`src/rtl/reg_file_pkg.sv`:
```
// rtl/reg_file_pkg.sv - shared widths, types and byte-lane merge for the register file
// Imported by reg_file and reg_file_rport.
package reg_file_pkg;

  localparam int REG_ADDR_W = 5;
  localparam int REG_DATA_W = 32;
  localparam int REG_BE_W   = REG_DATA_W / 8;
  localparam int REG_NUM    = 2 ** REG_ADDR_W;

  typedef logic [REG_ADDR_W-1:0] reg_addr_t;
  typedef logic [REG_DATA_W-1:0] reg_data_t;
  typedef logic [REG_BE_W-1:0]   reg_be_t;

  // Enabled lanes take the new word, disabled lanes keep the old one.
  function automatic reg_data_t be_merge(input reg_data_t old_w,
                                         input reg_data_t new_w,
                                         input reg_be_t   be);
    reg_data_t res;
    res = old_w;
    for (int b = 0; b < REG_BE_W; b++) begin
      if (be[b]) res[8*b +: 8] = new_w[8*b +: 8];
    end
    return res;
  endfunction

endpackage

```
`src/rtl/reg_file_rport.sv`:
```
// rtl/reg_file_rport.sv - one combinational read port: array select, zero register, bypass
// Bypass ports and merge exist only when REG_FILE_BYPASS_EN is defined.
module reg_file_rport
  import reg_file_pkg::*;
#(
  parameter int ADDR_W = REG_ADDR_W,
  parameter int DATA_W = REG_DATA_W
) (
  input  logic [ADDR_W-1:0]   i_rr,
  input  logic [DATA_W-1:0]   i_mem [2**ADDR_W],
`ifdef REG_FILE_BYPASS_EN
  input  logic                i_rst_n,
  input  logic [ADDR_W-1:0]   i_wr,
  input  logic [DATA_W-1:0]   i_wd,
  input  logic [DATA_W/8-1:0] i_we,
`endif
  output logic [DATA_W-1:0]   o_rd
);

  localparam int BE_W = DATA_W / 8;

  logic [DATA_W-1:0] w_rd;

  always_comb begin
    w_rd = i_mem[i_rr];
`ifdef REG_FILE_BYPASS_EN
    // i_rr == i_wr with i_rr != 0 below already implies a nonzero write address.
    if (i_rst_n && (i_wr == i_rr)) begin
      for (int b = 0; b < BE_W; b++) begin
        if (i_we[b]) w_rd[8*b +: 8] = i_wd[8*b +: 8];
      end
    end
`endif
    if (i_rr == '0) w_rd = '0;
  end

  assign o_rd = w_rd;

endmodule

```
`src/rtl/reg_file.sv`:
```
// rtl/reg_file.sv - 32x32 register file, two async reads, one byte-enabled sync write
// Optional write-to-read forwarding: define REG_FILE_BYPASS_EN.
module reg_file
  import reg_file_pkg::*;
#(
  parameter int ADDR_W = REG_ADDR_W,
  parameter int DATA_W = REG_DATA_W
) (
  input  logic                clk,
  input  logic                rst_n,
  input  logic [DATA_W/8-1:0] reg_we,
  input  logic [ADDR_W-1:0]   RR1,
  input  logic [ADDR_W-1:0]   RR2,
  input  logic [ADDR_W-1:0]   WR,
  input  logic [DATA_W-1:0]   WD,
  output logic [DATA_W-1:0]   RD1,
  output logic [DATA_W-1:0]   RD2
);

  localparam int BE_W = DATA_W / 8;
  localparam int NUM  = 2 ** ADDR_W;

  logic [DATA_W-1:0] r_mem [NUM];
  logic              w_wr_en;

  assign w_wr_en = (WR != '0) && (reg_we != '0);

  // Entry 0 is never written, so it stays at its reset value of zero.
  always_ff @(posedge clk or negedge rst_n) begin
    if (!rst_n) begin
      for (int i = 0; i < NUM; i++) r_mem[i] <= '0;
    end else if (w_wr_en) begin
      for (int b = 0; b < BE_W; b++) begin
        if (reg_we[b]) r_mem[WR][8*b +: 8] <= WD[8*b +: 8];
      end
    end
  end

  reg_file_rport #(.ADDR_W(ADDR_W), .DATA_W(DATA_W)) u_rport1 (
    .i_rr   (RR1),
    .i_mem  (r_mem),
`ifdef REG_FILE_BYPASS_EN
    .i_rst_n(rst_n),
    .i_wr   (WR),
    .i_wd   (WD),
    .i_we   (reg_we),
`endif
    .o_rd   (RD1)
  );

  reg_file_rport #(.ADDR_W(ADDR_W), .DATA_W(DATA_W)) u_rport2 (
    .i_rr   (RR2),
    .i_mem  (r_mem),
`ifdef REG_FILE_BYPASS_EN
    .i_rst_n(rst_n),
    .i_wr   (WR),
    .i_wd   (WD),
    .i_we   (reg_we),
`endif
    .o_rd   (RD2)
  );

endmodule

```
`config.mk`:
```
export PLATFORM = sky130hd
export DESIGN_NAME = reg_file
export DESIGN_NICKNAME = d
export VERILOG_FILES = /design/src/rtl/reg_file_pkg.sv /design/src/rtl/reg_file_rport.sv /design/src/rtl/reg_file.sv
export SDC_FILE = /design/constraint.sdc
export NUM_CORES = 2
export LEC_CHECK = 0
export CORE_MARGIN = 4
export CORE_UTILIZATION = 60
export DETAILED_ROUTE_END_ITERATION = 6
export PLACE_DENSITY = 0.74
export SETUP_SLACK_MARGIN = 0.3
export SLEW_MARGIN = 20
export SYNTH_ARGS = -nofsm -noshare
export SYNTH_HDL_FRONTEND = slang
export SYNTH_SLANG_ARGS = --single-unit
export TNS_END_PERCENT = 5
```
`constraint.sdc`:
```
create_clock -name clk -period 7.3 [get_ports clk]
set_input_delay 1.46 -clock clk [delete_from_list [all_inputs] [get_ports clk]]
set_output_delay 1.46 -clock clk [all_outputs]
set_load 0.02 [all_outputs]
```
Word level (Yosys, flattened, before mapping). Index checks and enable logic that the tools add are counted. Widths: inputs -> output; s select.

Bits in registers: 1024. Bits in latches: 0. Bits in writable memories: 0. Memory bits (read-only): 0. Logic and storage cells: 72. Memories: 0.

Add/subtract/negate cells: 0. $mul: 0. Div/mod/pow operators: 0. Magnitude comparators: 4. Eq/ne operators: 0. Shifts and indexed selects: 0. Muxes and demuxes: 27. Bitwise logic cells: 3. Reduce and logical (&&, ||, !) cells: 6.

Operators by type and width (count): $mux 1024 (7); $bwmux 1024 (4); $demux 32 s5 (4); $bmux 32 s5 (2); $mux 32 (7); $mux 24 (1); $ge 6x6->1 const B (3); $not 5->6 (3); $mux 16 (1); $logic_not 5->1 (2); $mux 8 (1); $lt 6x1->1 const B (1); $reduce_bool 5->1 (1); $reduce_bool 4->1 (1); $logic_and 1x1->1 (2).

Longest topological paths before layout.
Depth in word-level cells: 16. Depth in mapped cells: 7.

Cells and area by module. From an unflattened synthesis, not the netlist that was laid out.

Cell total of the unflattened synthesis: 3671. Area total of the unflattened synthesis: 56300.2 µm².

By module, submodules not included: reg_file (times used 1, cells an instance 2343, area an instance 39564.2 µm²); reg_file_rport (times used 2, cells an instance 664, area an instance 8368.0 µm²).

Worst setup path after synthesis. OpenSTA, ideal clock, no wires.

Kind: in2out. Start: input RR2[0]. End: output RD2[12]. Arrival: 3.243 ns. Required time: 5.840 ns. Slack: 2.597 ns. Cell stages on the path: 7. Path buffers: 4. Path through: buf_2 -> inv_1 -> buf_2 -> buf_1 -> clkbuf_1 -> o2111ai_1 -> a311oi_1.

Cells in the longest elaborated chain, start to end: 5. Elaborated cells between the ends (all ways): 6. Classes of those cells: mux: 4; bitwise: 1; reduce/logical: 1.

RTL lines: start: declaration (RTL line reg_file.sv:13) `input logic [ADDR_W-1:0] RR2,`; $not 5->6 (implied by the code) (RTL line reg_file_rport.sv:25) `w_rd = i_mem[i_rr];`; $bmux 32 s5 (RTL line reg_file_rport.sv:25); $mux 32 (implied by the code) (2 in a row) (RTL line reg_file_rport.sv:25); $mux 32 (*) (RTL line reg_file_rport.sv:34) `if (i_rr == '0) w_rd = '0;`; end: declaration (RTL line reg_file.sv:17) `output logic [DATA_W-1:0] RD2`.

Every way passes the cells marked *; elsewhere a longest branch is shown, timed or not. The select of a mux whose other input is x is not followed.

Worst setup path after layout.
Start: input RR2[2]. End: output RD2[27].

The elaborated chain is that of the path after synthesis.

==> impl_metrics.tcl <==
set metrics [dict create \
    startpoint_type "primary input" \
    finalNonFillerCells 4912 \
    ioPinCount 117 \
    cts_buffers 111 \
    skew_ns 0 \
    fin_ws_ns 1.020 \
    crit_required_ns 5.84 \
    clkSlewWorstSetupHoldPaths_ns 0.06 \
    ant_nets 0 \
    drive_above_1_share 0.4832 \
    grt_pass1_vias 37966 \
    ir_worst_vdd_mv 0.2193 \
    leakage_nw 26.11 \
    via_per_inst 7.401 \
    min_period_ns 6.280 \
    slew_violations 0 \
    wl_per_cell_um 35.22 \
    ys_ff_latch 1024 \
    maxCapViolations 0 \
    path_class "in2out" \
    slowest_stage "clkdlybuf4s50_1" \
    wl_met3_um 18890 \
    power_density_mw_per_mm2 283.5 \
    die_x_um 309.0 \
    insertion_delay_ns 0.69 \
    grt_max_degree 184 \
    finalNetCount 3686 \
    slowest_delay_ns 0.73 \
    num_rows 110 \
    end_kind "output pin" \
    syn_nets 3713 \
    hold_path.class "reg2reg" \
    avgSynthCellArea_um2 14.85 \
    synth_ff_type "dfrtp_1" \
    initial_core_util 0.6047 \
    first_iter_violations 4518 \
    dieArea_mm2 0.09547 \
    port-buffer-count 116 \
    drtPass1Iterations 7 \
    gp_congestion 0.8844 \
    grt_pass1_wl_um 255500 \
    detailed_place_hpwl_um 110100 \
    postCtsSetupBuffers 0 \
    drc 0 \
    max_freq_ghz 0.1592 \
    cp_max_fo 100 \
    antenna_found_initial 15 \
    hold_viol_final 0 \
    vias 36356 \
    core-area_mm2 0.08987 \
    syn_inst 3660 \
    yosys-top-cells-count "1,024 x dfrtp_1, 1,007 x mux2_2, 448 x mux4_2" \
    placed_area_mm2 0.05652 \
    relSlewSlack 0.1622 \
    r2r_slack_ns 6.46 \
    yosysMostFrequentCell "dfrtp_1" \
    area_delta_synth_final_pct 11.04 \
    status "finished, final reports clean" \
    finalSetupViolations 0 \
    synth.area.top_cells "dfrtp_1 47%, mux2_2 21%, mux4_2 19%" \
    yosys_warnings 0 \
    largest_reg_flops 1024 \
    async_flop_share 1.000 \
    fin_crit_sh 0.8603 \
    wl_met1_um 65370 \
    tightest_slew_ns 1.252 \
    wl_met2_um 78190 \
    grt_overflow 0 \
    largest_register "r_mem" \
    clock_path_buffers 3 \
    pre_cts_ws_ns 1.081 \
    cts_resized 0 \
    cts_hold_buf 0 \
    largestRegisters "r_mem (1024)" \
    dp_cells 4695 \
    cp_data_arrival_time_ns 4.82 \
    grt_setup_unrepaired "false" \
    yosysSeqAreaShare 0.4715 \
    routed_wirelength_um 173000 \
    synth_area_mm2 0.05435 \
    highest_layer "met5" \
    synth_edf_count 0 \
    tns_ns 0 \
    ys_types 33 \
    grt_usage 0.3653 \
    die_y_um 309.0 \
    path_cells "buf_8 -> buf_12 -> mux2i_1 -> a221oi_1 -> o21ai_0 -> a311oi_1 -> clkdlybuf4s50_1" \
    synth_top_area_cell "dfrtp_1" \
    finalInstanceArea_mm2 0.06035 \
    h-tree-depth 3 \
    cts.sinks 1024 \
    yosys.area.top_type_share 0.4715 \
    clockRootBuffer "clkbuf_16" \
    cts_tree "built" \
]
==> power by group <==
group | internal [W] | total, W | switching [W]
Clock | 0.00361 | 0.00600 | 0.00239
Sequential | 0.00676 | 0.00759 | 0.000827
Combinational | 0.00202 | 0.00353 | 0.00150
==> worst paths after layout <==
kind | start | depth (start not counted) | to
setup / recovery | RR2[2] | 7 | RD2[27]
hold / removal | r_mem[1012] | 0 | r_mem[1012]
setup reg to reg | r_mem[429] | 1 | r_mem[429]
hold reg to reg | r_mem[1012] | 0 | r_mem[1012]
max in group asynchronous | rst_n | 3 | r_mem[45]
min in group asynchronous | rst_n | 1 | r_mem[978]
==> cells by family after synthesis <==
| family | Yosys count | synth area share |
|---|---|---|
| multiplexers | 1632 | 0.4280 |
| flip-flops | 1024 | 0.4715 |
| AO/OA/AOI/OAI | 371 | 0.04908 |
| AND/OR/NAND/NOR | 285 | 0.02440 |
| buffers and inverters | 348 | 0.02705 |
==> final cells by class <==
type,count,area [um^2]
Multi-Input combinational cell,2288,27330
Clock buffer,157,3234
Antenna cell,9,22.52
Sequential cell,1024,25620
Timing Repair Buffer,206,1992
Clock inverter,50,663.1
Tap cell,1176,1471
Inverter,2,10.01
Fill cell,6135,29520
==> cell usage in the layout, fill, tap and decap left out, types with 17 or more instances in the layout <==
cell,instances
buf_4,72
o2111ai_1,17
buf_12,22
clkdlybuf4s50_1,73
mux2i_1,128
nand2_1,149
clkbuf_1,21
o21ai_0,102
clkbuf_8,22
clkinv_2,28
mux2_2,1007
a22oi_1,64
a221oi_1,47
mux4_2,448
a311oi_1,64
buf_2,31
nor2_1,35
mux2_1,49
nor2b_1,64
a211oi_1,64
clkbuf_16,114
dfrtp_1,1024
==> per-stage QoR <==
stage	utilization	power, W	hold WS, ns
finish	0.6715	0.01711	0.3948
global route	0.6712	0.01768	0.4064
CTS	0.6723	0.01708	0.3967
detailed placement	0.6289	0.01112	0.3833
global placement	0.6290	0.01082	0.3763
floorplan	-	0.009886	0.4413
==> worst max-delay path: cells and delay by family <==
kind / cells / cell delay (ns)
AO/OA/AOI/OAI: 3 / 1.29
buffers and inverters: 3 / 1.85
multiplexers: 1 / 0.14
==> layer usage <==
metal | up-vias | GRT usage
met2 | 2190 | 0.5454
met5 | - | 0
met4 | 12 | 0.1928
li1 | 14222 | -
met1 | 19394 | 0.4849
met3 | 538 | 0.1173
No activity file was read; power rests on OpenSTA's default activity.
